<file path="src/rtl/sync_fifo_pkg.sv">
// Shared sizing for the parametrised single-clock FIFO: default geometry, pointer/count types,
// depth and threshold range-check helpers used at elaboration.
package sync_fifo_pkg;

    localparam int DEF_DATA_W    = 14;
    localparam int DEF_ADDR_W    = 4;
    localparam int DEF_AFULL_TH  = 12;
    localparam int DEF_AEMPTY_TH = 2;

    // Pointers carry one extra wrap bit; count spans 0..DEPTH inclusive.
    typedef logic [DEF_ADDR_W:0] ptr_t;
    typedef logic [DEF_ADDR_W:0] count_t;

    function automatic int fifo_depth(input int addr_w);
        return 1 << addr_w;
    endfunction

    function automatic bit th_in_range(input int th, input int lo, input int hi);
        return (th >= lo) && (th <= hi);
    endfunction

endpackage

</file>
<file path="src/rtl/sync_fifo_ram.sv">
// FIFO storage: DEPTH x DATA_W, synchronous write, asynchronous read, contents not reset.
module sync_fifo_ram #(
    parameter int DATA_W = 14,
    parameter int ADDR_W = 4
) (
    input  logic              clk,
    input  logic              we,
    input  logic [ADDR_W-1:0] waddr,
    input  logic [DATA_W-1:0] wdata,
    input  logic [ADDR_W-1:0] raddr,
    output logic [DATA_W-1:0] rdata
);

    logic [DATA_W-1:0] mem [0:(1<<ADDR_W)-1];

    always_ff @(posedge clk) begin
        if (we) begin
            mem[waddr] <= wdata;
        end
    end

    assign rdata = mem[raddr];

endmodule

</file>
<file path="src/rtl/sync_fifo_param.sv">
// Parametrised single-clock FIFO with occupancy, almost-full/empty and sticky error flags.
// Define SYNC_FIFO_FWFT_EN for first-word-fall-through reads; otherwise one-cycle registered read.
module sync_fifo_param
    import sync_fifo_pkg::*;
#(
    parameter int DATA_W    = DEF_DATA_W,
    parameter int ADDR_W    = DEF_ADDR_W,
    parameter int AFULL_TH  = DEF_AFULL_TH,
    parameter int AEMPTY_TH = DEF_AEMPTY_TH
) (
    input  logic              clk,
    input  logic              rst,
    input  logic [DATA_W-1:0] data_in,
    input  logic              w_en,
    input  logic              r_en,
    input  logic              clr_err,
    output logic [DATA_W-1:0] data_out,
    output logic              valid_out,
    output logic              full,
    output logic              empty,
    output logic              almost_full,
    output logic              almost_empty,
    output logic [ADDR_W:0]   count,
    output logic              overflow,
    output logic              underflow
);

    localparam int DEPTH = fifo_depth(ADDR_W);
    localparam logic [ADDR_W:0] AF_LIM = (ADDR_W+1)'(AFULL_TH);
    localparam logic [ADDR_W:0] AE_LIM = (ADDR_W+1)'(AEMPTY_TH);

    if (!th_in_range(AFULL_TH, 1, DEPTH)) begin : g_bad_afull
        $error("sync_fifo_param: AFULL_TH out of range 1..DEPTH");
    end
    if (!th_in_range(AEMPTY_TH, 0, DEPTH - 1)) begin : g_bad_aempty
        $error("sync_fifo_param: AEMPTY_TH out of range 0..DEPTH-1");
    end

    logic [ADDR_W:0]   wptr;
    logic [ADDR_W:0]   rptr;
    logic [DATA_W-1:0] rdata;
    logic              wr_ok;
    logic              rd_ok;

    // All status derives from registered pointers, so no input reaches a flag combinationally.
    assign count        = wptr - rptr;
    assign empty        = (wptr == rptr);
    assign full         = (wptr[ADDR_W] != rptr[ADDR_W]) &&
                          (wptr[ADDR_W-1:0] == rptr[ADDR_W-1:0]);
    assign almost_full  = (count >= AF_LIM);
    assign almost_empty = (count <= AE_LIM);

    assign wr_ok = w_en & ~full;
    assign rd_ok = r_en & ~empty;

    always_ff @(posedge clk or posedge rst) begin
        if (rst) begin
            wptr <= '0;
            rptr <= '0;
        end else begin
            if (wr_ok) wptr <= wptr + 1'b1;
            if (rd_ok) rptr <= rptr + 1'b1;
        end
    end

    // A fresh error event in the clearing cycle keeps the flag set.
    always_ff @(posedge clk or posedge rst) begin
        if (rst) begin
            overflow  <= 1'b0;
            underflow <= 1'b0;
        end else begin
            overflow  <= (w_en & full)  | (overflow  & ~clr_err);
            underflow <= (r_en & empty) | (underflow & ~clr_err);
        end
    end

    sync_fifo_ram #(
        .DATA_W (DATA_W),
        .ADDR_W (ADDR_W)
    ) u_ram (
        .clk   (clk),
        .we    (wr_ok),
        .waddr (wptr[ADDR_W-1:0]),
        .wdata (data_in),
        .raddr (rptr[ADDR_W-1:0]),
        .rdata (rdata)
    );

`ifdef SYNC_FIFO_FWFT_EN
    assign data_out  = rdata;
    assign valid_out = ~empty;
`else
    always_ff @(posedge clk or posedge rst) begin
        if (rst) begin
            data_out  <= '0;
            valid_out <= 1'b0;
        end else begin
            data_out  <= rd_ok ? rdata : '0;
            valid_out <= rd_ok;
        end
    end
`endif

endmodule

</file>
<file path="config.mk">
export PLATFORM = sky130hd
export DESIGN_NAME = sync_fifo_param
export DESIGN_NICKNAME = d
export VERILOG_FILES = /design/src/rtl/sync_fifo_pkg.sv /design/src/rtl/sync_fifo_ram.sv /design/src/rtl/sync_fifo_param.sv
export SDC_FILE = /design/constraint.sdc
export NUM_CORES = 1
export LEC_CHECK = 0
export BUFFER_PORTS_ARGS = -buffer_cell sky130_fd_sc_hd__buf_2
export CAP_MARGIN = 20
export CORE_ASPECT_RATIO = 1.1
export CORE_MARGIN = 4
export CORE_UTILIZATION = 40
export DETAILED_ROUTE_END_ITERATION = 8
export PLACE_DENSITY = 0.64
export SKIP_LAST_GASP = 1
export SLEW_MARGIN = 20
export SYNTH_ARGS = -nofsm -noshare
export SYNTH_HDL_FRONTEND = slang
export SYNTH_SLANG_ARGS = --single-unit
</file>
<file path="constraint.sdc">
create_clock -name clk -period 4 [get_ports clk]
set_input_delay 0.6 -clock clk [delete_from_list [all_inputs] [get_ports clk]]
set_output_delay 0.6 -clock clk [all_outputs]
set_load 0.1 [all_outputs]
</file>
==> results.json <==
{
  "grt_pass1_wl_mm": 30.2,
  "dr_total_vias": 4715,
  "final_max_slew_viol_count": 0,
  "synthToLayoutAreaGrowth_pct": 16.0,
  "finalSetupTns_ns": 0,
  "stdcell_count": 879,
  "clk_latency_ns": 0.51,
  "grt_antenna_before_repair": 0,
  "route.detailed.wl_per_inst_um": 22.1,
  "hpwl_mm": 12.3,
  "setup.worst_path.start": "wptr[0]",
  "r2r-start": "rptr[3]",
  "dieArea_mm2": 0.0271,
  "synthCells": 488,
  "crit_fanout": 4,
  "wl_met3_um": 886,
  "netlist-cell-type-count": 33,
  "rsz0062_at_grt": "no",
  "critical_path.top_delay_family": "compound AO/OA/AOI/OAI gates",
  "cp_cell_sequence": "inv_1 -> ha_1 -> inv_1 -> fa_2 -> a21o_1 -> a21oi_4 -> xnor2_4 -> a2111oi_0 -> buf_2",
  "slowest_stage": "buf_2",
  "ys_async_sr_fraction": 0.108,
  "wl_met2_mm": 10.1,
  "core_area_mm2": 0.0239,
  "skew_ns": 0.0125,
  "wl_met1_mm": 8.19,
  "max_slew_margin": 0.526,
  "required_ns": 3.40,
  "setup_viol_count_final": 0,
  "cts_setup_buffers": 0,
  "ys_seq_area_frac": 0.754,
  "dp_slack_ns": 0.775,
  "post_cts_resized": 0,
  "path_clk_slew_ns": 0.07,
  "synth-edff-count": 224,
  "min_path_type": "input port to asynchronous set/reset pin",
  "cts_buffer_depth": 3,
  "critPathCaptureType": "primary output",
  "path_buf_inv": 3,
  "drtIter0Drc": 282,
  "yosys_warnings": 0,
  "initial_core_util": 0.410,
  "final.setup.worst_slack_ns": 0.350,
  "io_pins": 45,
  "final-hold-violation-count": 0,
  "wl_mm": 19.5,
  "die_y_um": 172,
  "max_freq_mhz": 274,
  "highest_layer": "met4",
  "holdBufCountCts": 0,
  "drive_above_1_share": 0.268,
  "ys_seq_elements": 251,
  "drcViolationCount": 0,
  "htree_levels": 1,
  "cts_tree": "built",
  "cp-start-kind": "flop",
  "netlist_area_mm2": 0.00981,
  "nets": 586,
  "utilization": 0.476,
  "fin_crit_sh": 0.912,
  "port_buffers": 44,
  "synth_fp_nets": 517,
  "worstMarginPinSlew_ns": 0.712,
  "routabilityCongestion": 0.794,
  "grt_max_degree": 39,
  "antennaDiodeCount": 0,
  "cts-root-buf": "clkbuf_16",
  "grt-ovfl-total": 0,
  "cp.arrival_ns": 3.05,
  "cts_buffers": 25,
  "final.min_clock_period_ns": 3.65,
  "dp_cells": 835,
  "status": "finished clean",
  "crit_top_cell": "inv_1",
  "drt_first_pass_iters": 5,
  "rows": 59,
  "ys.flop_type": "edfxtp_1",
  "max-cap-violations": 0,
  "worstSetupPathType": "flop to primary output",
  "slowest_delay_ns": 0.49,
  "die_w_um": 157,
  "clock_sinks": 251,
  "ant_nets": 0,
  "grt_usage": 0.147,
  "post_synth.cell_area_avg_um2": 20.1,
  "grt_pass1_vias": 5046,
  "vias_per_cell": 5.36
}
[cell families after synthesis]
kind of cell,synth area share
DFF,0.754
buffers and inverters,0.0180
adders and majority gates,0.0135
muxes,0.148
and+or+nand+nor,0.0237
xor gates and xnor gates,0.0116
AOI/OAI and AO/OA,0.0305
[cell usage in the layout, fill, tap and decap left out, types with 4 or more instances in the layout]
master	count
mux2i_1	28
ha_1	9
buf_4	22
clkbuf_16	25
clkbuf_1	4
inv_1	9
nand2_1	12
edfxtp_1	224
dfrtp_1	25
o21ai_0	4
mux4_1	19
a221o_1	14
mux4_2	23
buf_2	44
clkinv_2	4
nor2_1	28
xnor2_1	9
o22ai_1	14
bufinv_16	5
nor3_2	4
nand4_1	4
mux2_2	14
[registers in the layout (all words and copies together) (netlist names)]
| name | count |
|---|---|
| data_out | 14 |
| overflow | 1 |
| rptr | 5 |
| u_ram.mem | 224 |
| underflow | 1 |
| valid_out | 1 |
| wptr | 5 |
[per-stage QoR]
step / hold WS [ns] / area, µm²
6_report: 0.180 / 11400
5_1_grt: 0.222 / 11400
4_1_cts: 0.193 / 11400
3_5_place_dp: 0.512 / 10500
3_3_place_gp: 0.504 / 10500
2_1_floorplan: 0.502 / 9890
[cell type report]
type | instances | area [µm²]
clock buffers | 30 | 654
clock inverters | 14 | 201
multi-input cells | 201 | 2300
repair buffers | 66 | 385
well taps | 305 | 382
flip-flops and latches | 251 | 7410
fillers | 1992 | 12500
inverters | 12 | 47.5
[routing by layer]
metal,track usage,up-vias
li1,-,2117
met1,0.195,2462
met2,0.259,113
met3,0.0195,23
met4,0.0340,0
met5,0,-
[Yosys cell counts (6+ instances only)]
cell,count,share of area
inv_1,11,0.0042
nor2_1,28,0.011
mux2_2,14,0.016
clkbuf_1,9,0.0034
ha_1,9,0.011
buf_2,6,0.0031
dfrtp_1,27,0.069
mux4_2,23,0.053
edfxtp_1,224,0.69
o22ai_1,14,0.0089
mux4_1,19,0.051
a221o_1,14,0.014
nand2_1,12,0.0046
mux2i_1,28,0.029
xnor2_1,10,0.0089
[final timing paths]
kind | slack [ns] | to | depth (start not counted)
max in group asynchronous | 3.34 | rptr[1] | 2
hold / removal | 0.18 | rptr[2] | 2
hold reg to reg | 0.51 | underflow | 2
setup reg to reg | 0.67 | u_ram.mem[14][5] | 8
min in group clk | 0.28 | overflow | 2
setup / recovery | 0.35 | almost_empty | 9
Power is left out: the tool's default activity adds up to more than one toggle a clock period on the data nets, which glitch-free logic cannot reach.
